### config.mk
export PLATFORM = sky130hd
export DESIGN_NAME = svm_decision_unit
export DESIGN_NICKNAME = d
export VERILOG_FILES = /design/src/rtl/svm_decision_unit.sv
export SDC_FILE = /design/constraint.sdc
export NUM_CORES = 2
export LEC_CHECK = 0
export CAP_MARGIN = 20
export CORE_AREA = 3 3 224 226
export DETAILED_ROUTE_END_ITERATION = 8
export DIE_AREA = 0 0 227 229
export GPL_TIMING_DRIVEN = 1
export PLACE_DENSITY = 0.85
export SLEW_MARGIN = 15
export SYNTH_ARGS = -nofsm -noshare
export SYNTH_HDL_FRONTEND = slang
export SYNTH_SLANG_ARGS = --single-unit
### constraint.sdc
create_clock -name clk -period 13.9 [get_ports clk]
set_clock_uncertainty 0.05 [all_clocks]
set_input_delay 2.085 -clock clk [delete_from_list [all_inputs] [get_ports clk]]
set_output_delay 2.085 -clock clk [all_outputs]
set_load 0.02 [all_outputs]
### src/rtl/svm_decision_unit.sv
// SVM decision unit: D = sum_i alpha_i * K(sv_i, x) + bias, streamed one pixel pair per beat.
// Define SVM_POLY_KERNEL_EN for the degree-2 polynomial kernel (adds a SQUARE state per SV).
module svm_decision_unit #(
  parameter int XLEN_PIXEL    = 8,
  parameter int NUM_OF_PIXELS = 784,
  parameter int NUM_OF_SV     = 87,
  parameter int ALPHA_W       = 16,
  parameter int BIAS_W        = 32,
  parameter int ACC_W         = 64,
  parameter int KSHIFT        = 16
) (
  input  logic                      clk,
  input  logic                      rst,
  input  logic                      decision_funct_en,
  input  logic                      pix_valid,
  output logic                      pix_ready,
  input  logic [XLEN_PIXEL-1:0]     sv_pixel,
  input  logic [XLEN_PIXEL-1:0]     x_test,
  input  logic signed [ALPHA_W-1:0] alpha,
  input  logic signed [BIAS_W-1:0]  bias,
  output logic                      busy,
  output logic                      done,
  output logic signed [ACC_W-1:0]   decision,
  output logic                      class_out
);

`ifdef SVM_POLY_KERNEL_EN
  localparam bit POLY = 1'b1;
`else
  localparam bit POLY = 1'b0;
`endif
  localparam int PP_W   = 2*XLEN_PIXEL;
  localparam int DOT_W  = PP_W + $clog2(NUM_OF_PIXELS);
  localparam int SQ_W   = 2*DOT_W;
  localparam int KER_W  = POLY ? SQ_W - KSHIFT : DOT_W;
  localparam int PROD_W = KER_W + 1 + ALPHA_W;
  localparam int PC_W   = (NUM_OF_PIXELS > 1) ? $clog2(NUM_OF_PIXELS) : 1;
  localparam int SC_W   = (NUM_OF_SV > 1) ? $clog2(NUM_OF_SV) : 1;

  typedef enum logic [2:0] {
    S_IDLE,
    S_DOT,
`ifdef SVM_POLY_KERNEL_EN
    S_SQUARE,
`endif
    S_SCALE,
    S_BIAS,
    S_DONE
  } state_e;

  state_e                    state_q, state_d;
  logic [DOT_W-1:0]          dot_q, dot_d;
  logic signed [ALPHA_W-1:0] alpha_q, alpha_d;
  logic signed [ACC_W-1:0]   acc_q, acc_d;
  logic [PC_W-1:0]           pix_cnt_q, pix_cnt_d;
  logic [SC_W-1:0]           sv_cnt_q, sv_cnt_d;
  logic signed [ACC_W-1:0]   decision_q, decision_d;
  logic                      class_q, class_d;
  logic                      done_q, done_d;

  logic                      beat, last_pix, last_sv;
  logic [PP_W-1:0]           pix_prod;
  logic [KER_W-1:0]          kernel;
  logic signed [PROD_W-1:0]  prod;

  assign beat     = (state_q == S_DOT) && pix_valid;
  assign last_pix = (pix_cnt_q == PC_W'(NUM_OF_PIXELS-1));
  assign last_sv  = (sv_cnt_q == SC_W'(NUM_OF_SV-1));
  assign pix_prod = PP_W'(sv_pixel) * PP_W'(x_test);

`ifdef SVM_POLY_KERNEL_EN
  logic [SQ_W-1:0]  sq;
  logic [KER_W-1:0] kern_q, kern_d;
  assign sq     = SQ_W'(dot_q) * SQ_W'(dot_q);
  assign kern_d = KER_W'(sq >> KSHIFT);
  assign kernel = kern_q;
`else
  assign kernel = dot_q;
`endif

  // Kernel is unsigned; a zero MSB makes it a non-negative signed operand.
  assign prod = PROD_W'($signed({1'b0, kernel})) * PROD_W'(alpha_q);

  // State register and datapath registers
  always_ff @(posedge clk or posedge rst) begin
    if (rst) begin
      state_q    <= S_IDLE;
      dot_q      <= '0;
      alpha_q    <= '0;
      acc_q      <= '0;
      pix_cnt_q  <= '0;
      sv_cnt_q   <= '0;
      decision_q <= '0;
      class_q    <= 1'b0;
      done_q     <= 1'b0;
`ifdef SVM_POLY_KERNEL_EN
      kern_q     <= '0;
`endif
    end else begin
      state_q    <= state_d;
      dot_q      <= dot_d;
      alpha_q    <= alpha_d;
      acc_q      <= acc_d;
      pix_cnt_q  <= pix_cnt_d;
      sv_cnt_q   <= sv_cnt_d;
      decision_q <= decision_d;
      class_q    <= class_d;
      done_q     <= done_d;
`ifdef SVM_POLY_KERNEL_EN
      if (state_q == S_SQUARE) kern_q <= kern_d;
`endif
    end
  end

  // Next-state logic
  always_comb begin
    state_d = state_q;
    case (state_q)
      S_IDLE:   if (decision_funct_en) state_d = S_DOT;
`ifdef SVM_POLY_KERNEL_EN
      S_DOT:    if (beat && last_pix) state_d = S_SQUARE;
      S_SQUARE: state_d = S_SCALE;
`else
      S_DOT:    if (beat && last_pix) state_d = S_SCALE;
`endif
      S_SCALE:  state_d = last_sv ? S_BIAS : S_DOT;
      S_BIAS:   state_d = S_DONE;
      S_DONE:   state_d = S_IDLE;
      default:  state_d = S_IDLE;
    endcase
  end

  // Datapath next-state
  always_comb begin
    dot_d      = dot_q;
    alpha_d    = alpha_q;
    acc_d      = acc_q;
    pix_cnt_d  = pix_cnt_q;
    sv_cnt_d   = sv_cnt_q;
    decision_d = decision_q;
    class_d    = class_q;
    done_d     = 1'b0;
    case (state_q)
      S_IDLE: if (decision_funct_en) begin
        dot_d     = '0;
        acc_d     = '0;
        pix_cnt_d = '0;
        sv_cnt_d  = '0;
      end
      S_DOT: if (beat) begin
        dot_d = dot_q + DOT_W'(pix_prod);
        if (last_pix) begin
          pix_cnt_d = '0;
          alpha_d   = alpha;
        end else begin
          pix_cnt_d = pix_cnt_q + 1'b1;
        end
      end
      S_SCALE: begin
        acc_d = acc_q + ACC_W'(prod);
        dot_d = '0;
        if (!last_sv) sv_cnt_d = sv_cnt_q + 1'b1;
      end
      S_BIAS: acc_d = acc_q + ACC_W'(bias);
      S_DONE: begin
        done_d     = 1'b1;
        decision_d = acc_q;
        class_d    = ~acc_q[ACC_W-1];
      end
      default: ;
    endcase
  end

  // Outputs
  always_comb begin
    pix_ready = (state_q == S_DOT);
    busy      = (state_q != S_IDLE);
  end

  assign done      = done_q;
  assign decision  = decision_q;
  assign class_out = class_q;

endmodule

=== Yosys cells after proc, flatten, opt, wreduce, memory -nomap -nowiden ===
Cells that the tools add are included.

* Add/subtract/negate cells: 5
* Multipliers: 2
* Eq/ne operators: 10
* Muxes and demuxes: 17
* Bitwise operators: 1
* Reduce and logical (&&, ||, !) cells: 14

{| class="wikitable"
|+ Operators with widths
! kind !! number
|-
| $pmux W64 S3 || 1
|-
| $pmux W26 S3 || 1
|-
| $add A64 B32 Y64 || 1
|-
| $add A64 B43 Y64 || 1
|-
| $mux W64 || 1
|-
| $mux W26 || 2
|-
| $mul A27 B16 Y43 || 1
|-
| $mux W10 || 3
|-
| $add A26 B16 Y26 || 1
|-
| $pmux W10 S2 || 1
|-
| $mul A8 B8 Y16 || 1
|-
| $mux W7 || 2
|-
| $pmux W7 S2 || 1
|-
| $pmux W3 S4 || 1
|-
| $reduce_and A3 Y1 || 4
|-
| $add A10 B1 Y10 const B || 1
|-
| $eq A10 B10 Y1 const B || 1
|-
| $reduce_bool A3 Y1 || 3
|-
| $add A7 B1 Y7 const B || 1
|-
| $eq A7 B7 Y1 const B || 1
|-
| $eq A3 B2 Y1 const B || 2
|-
| $mux W3 || 2
|-
| $ne A2 B1 Y1 const B || 2
|-
| $ne A2 B2 Y1 const B || 2
|-
| 9 further kinds || 12
|}

* Flip-flop bits (word level): 192
* Bits of input ports: 68

=== Depth between registers and ports, before layout ===
* Depth after elaboration: 5
* Depth in mapped cells: 27
* Gate-level depth less buffers: 24

=== Least setup slack after synthesis ===
Ideal clock, no wire load.

* Path kind: reg2reg
* Start: register alpha_q[15]
* End: register acc_q[57]
* Setup time: 0.142 ns
* Arrival time: 6.499 ns
* Required time: 13.708 ns
* Slack: 7.209 ns
* Cell stages (with the launch flop): 24
* Buffers on the path: 2
* Clock period less this slack: 6.691 ns
* Cell sequence: dfrtp_1 > clkbuf_1 > inv_1 > clkbuf_1 > nor2_1 > fa_1 > fa_1 > fa_1 > fa_1 > fa_1 > inv_1 > fa_1 > inv_1 > ha_1 > a21o_1 > a21o_1 > a21o_1 > a221o_1 > a31oi_1 > o211a_2 > o21ai_2 > a41oi_2 > xor2_1 > o221ai_1

* Word-level cells in the longest chain between the ends: 3

{| class="wikitable"
|+ Ends and longest elaborated chain
! what !! RTL line !! RTL
|-
| start: declaration || 53 || <nowiki>logic signed [ALPHA_W-1:0] alpha_q, alpha_d;</nowiki>
|-
| start signal: assignment || 102 || <nowiki>alpha_q <= alpha_d;</nowiki>
|-
| $mul A27 B16 Y43 || 82 || <nowiki>assign prod = PROD_W'($signed({1'b0, kernel})) * PROD_W'(alpha_q);</nowiki>
|-
| $add A64 B43 Y64 || 160 || <nowiki>acc_d = acc_q + ACC_W'(prod);</nowiki>
|-
| $pmux W64 S3 || 143 || <nowiki>case (state_q)</nowiki>
|-
| end signal: assignment || 90 || <nowiki>acc_q <= '0;</nowiki>
|-
| end signal: assignment || 103 || <nowiki>acc_q <= acc_d;</nowiki>
|-
| end: declaration || 54 || <nowiki>logic signed [ACC_W-1:0] acc_q, acc_d;</nowiki>
|}

No other way between the ends.
A chain may end at the register's enable or synchronous reset.

=== Final worst setup path ===
* Start: register alpha_q[1]
* End: register acc_q[56]

Same word-level chain as after synthesis.

==> impl_metrics.toml <==
[route]
dr_total_vias = 24930
detail_route.iter0.violations = 2089
dr.pass1.iters = 6
post_drt_wl_per_cell_um = 18.88
drc = 0
postRouteAntennaNets = 0
via_per_inst = 6.078
routed_wl_um = 77420

[finish]
antennaDiodeCount = 0
final_core_util_pct = 68.26
drive_gt1_share_pct = 5.059
synthToLayoutAreaGrowth_pct = 7.271
n_fill_cell = 3704
fin_nets = 4270

[worst_setup_path]
critPathKind = "flip-flop to flip-flop"
cp_common_cell = "fa_1"
path_buf_inv = 3
cpPeakStageDelay_ps = 1010
critPathCaptureType = "flip-flop"
r2r_start = "alpha_q[1]"
cpLargestDelayFamily = "adder cells"
crit_start = "alpha_q[1]"
startpoint_type = "flip-flop"
slowest_stage = "dfrtp_1"
worstPathRequired_ps = 14230
path_cells = "nand2_1 > fa_1 > fa_1 > fa_1 > inv_1 > fa_1 > fa_1 > inv_1 > fa_1 > inv_1 > ha_1 > nand2_1 > a211oi_1 > o21ai_1 > a31oi_4 > o21ai_2 > a2111oi_2 > o2111ai_2 > a21oi_1 > mux2i_1 > o211ai_1"
arrival_ps = 7790
crit_fanout = 27

[clock_tree]
cts_tree = "built"
insertion_delay_ps = 520
cts_buffers = 17
postCtsSetupBuffers = 0
cts-root-buf = "clkbuf_16"
cts_sinks = 192
ctsResizeCount = 0
htreeDepth = 4
clkSlewWorstSetupHoldPaths_ps = 80
cts_buffer_depth = 2
ctsHoldBuffers = 0

[timing]
rsz0062_at_grt = "false"
min_period_ps = 7458
timing.hold.ws_ps = 457.6
worst-slew-pin-transition_ps = 1083
slew_viol_final = 0
relSlewSlack_pct = 27.63
finalCritPeriodShare_pct = 53.65
fin_tns_setup_ps = 0
hold_viol_final = 0
setup_viol = 0
max_clock_freq_mhz = 134.1

[floorplan]
die_h_um = 229
dieWidth_um = 227
die-area_um2 = 51980
core-area_um2 = 48550
ios = 136
num_rows = 81
initial_utilization_pct = 63.63

[global_route]
track_usage_pct = 31.12
grt_pass1_wl_um = 129200
grt_pass1_vias = 25770
antenna_found_initial = 1
grt_max_degree = 67
overflow = 0

[logic_synthesis]
syn_area_per_cell_um2 = 8.941
synth-seq-cells = 192
synthCells = 3455
yosys_warnings = 0
yosys-top-cells-area = "fa_1 (28%), dfrtp_1 (16%), ha_1 (12%), inv_1 (7.4%), nand2_1 (4.8%)"
synth_area_leader_cell = "fa_1"
syn_nets = 4258
async_reset_ff_share_pct = 100.0
synth_common_cells = "inv_1 (607), fa_1 (428), nand2_1 (393)"
yosysMostFrequentCell = "inv_1"
syn_area_um2 = 30890
synth_edf_count = 0
synth_top_area_share_pct = 27.74
seq_area_frac_synth_pct = 15.55
synth_flop_cell = "dfrtp_1"
netlist-cell-type-count = 88

[place]
portBuffers = 135
dpl.hpwl_um = 60670
place_congestion = 0.9541

[hold_path]
hp-class = "flip-flop to flip-flop"
hp-start = "decision[16]"

[job]
maxCapViolCount = 0

[power]
leakagePower_nw = 17.16
ir_worst_vdd_mv = 0.1367
power_density_nw_per_um2 = 65.56
p_total_mw = 2.172

[run_status]
status = "finished clean"
[final timing paths]
kind | to | slack, ps | cells after the start
setup reg to reg | acc_q[56] | 6440 | 21
min in group asynchronous | decision[7] | 1970 | 2
hold / removal | decision[16] | 460 | 1
setup / recovery | acc_q[56] | 6440 | 21
hold reg to reg | decision[16] | 460 | 1
max in group asynchronous | sv_cnt_q[2] | 10560 | 3
[layer usage]
metal / track usage [%] / vias up / share of wire (%)
li1: - / 11230 / -
met1: 41.26 / 12410 / 40
met2: 50.49 / 1065 / 48
met3: 5.729 / 224 / 7.8
met4: 13.00 / 0 / 4.3
met5: 0 / - / 0
[state kept, by name, summed over array words and instances (netlist names)]
name / flops
acc_q: 64
decision: 64
dot_q: 26
alpha_q: 16
pix_cnt_q: 10
sv_cnt_q: 7
state_q: 3
class_out: 1
done: 1
[cell type report]
type / instances / area [um2] / area share [%]
Clock inverter: 10 / 132.6 / 0.4002
Inverter: 607 / 2286 / 6.898
Multi-Input combinational cell: 2499 / 23210 / 70.05
Sequential cell: 192 / 4805 / 14.50
Tap cell: 622 / 778.2 / 2.349
Clock buffer: 21 / 450.4 / 1.359
Timing Repair Buffer: 150 / 1471 / 4.440
[per-stage QoR]
step,instance area (um2),cells,worst slack [ps]
2_1_floorplan,30890,3455,6538
3_3_place_gp,32540,4069,6551
3_5_place_dp,32540,4069,6481
4_1_cts,33120,4100,6544
5_1_grt,33140,4101,6078
6_report,33140,4101,6442
[cell usage in the layout, fill, tap and decap left out, types with 13 or more instances in the layout]
cell type	n
o211ai_1	20
xor2_1	56
o21bai_1	30
a21oi_1	148
a31oi_1	21
nor3_1	26
inv_1	606
dfrtp_1	192
a211oi_1	15
buf_4	14
o31ai_1	14
a22oi_1	30
mux2_2	81
a21o_1	67
ha_1	307
clkdlybuf4s50_1	135
xnor2_1	66
o21a_1	19
nand4_1	32
o221ai_1	17
fa_1	428
nand2b_1	23
o21ai_1	19
nand2_1	393
nor2_1	115
and2_1	223
a221o_1	13
nand3_1	47
o21ai_0	109
clkbuf_16	17
and3_1	25
nor2b_1	15
[where the power goes]
part | internal [mW] | switching (mW) | leakage, nW | total (mW)
clock network | 0.271 | 0.254 | 0.280 | 0.525
registers | 0.602 | 0.186 | 2.61 | 0.788
logic | 0.392 | 0.468 | 14.3 | 0.859
[kinds of logic (layout without fill, tap and decap cells)]
kind of cell	count (synthesis)	count (layout)	share of synthesized area [%]
AND/OR/NAND/NOR	941	941	14.81
buffers and inverters	764	788	9.352
adder cells (fa/ha/maj)	735	735	40.17
AO/OA/AOI/OAI	613	613	13.48
flip-flops	192	192	15.55
XOR/XNOR	122	122	3.459
multiplexers	88	88	3.180
(Power assumes the default switching activity.)
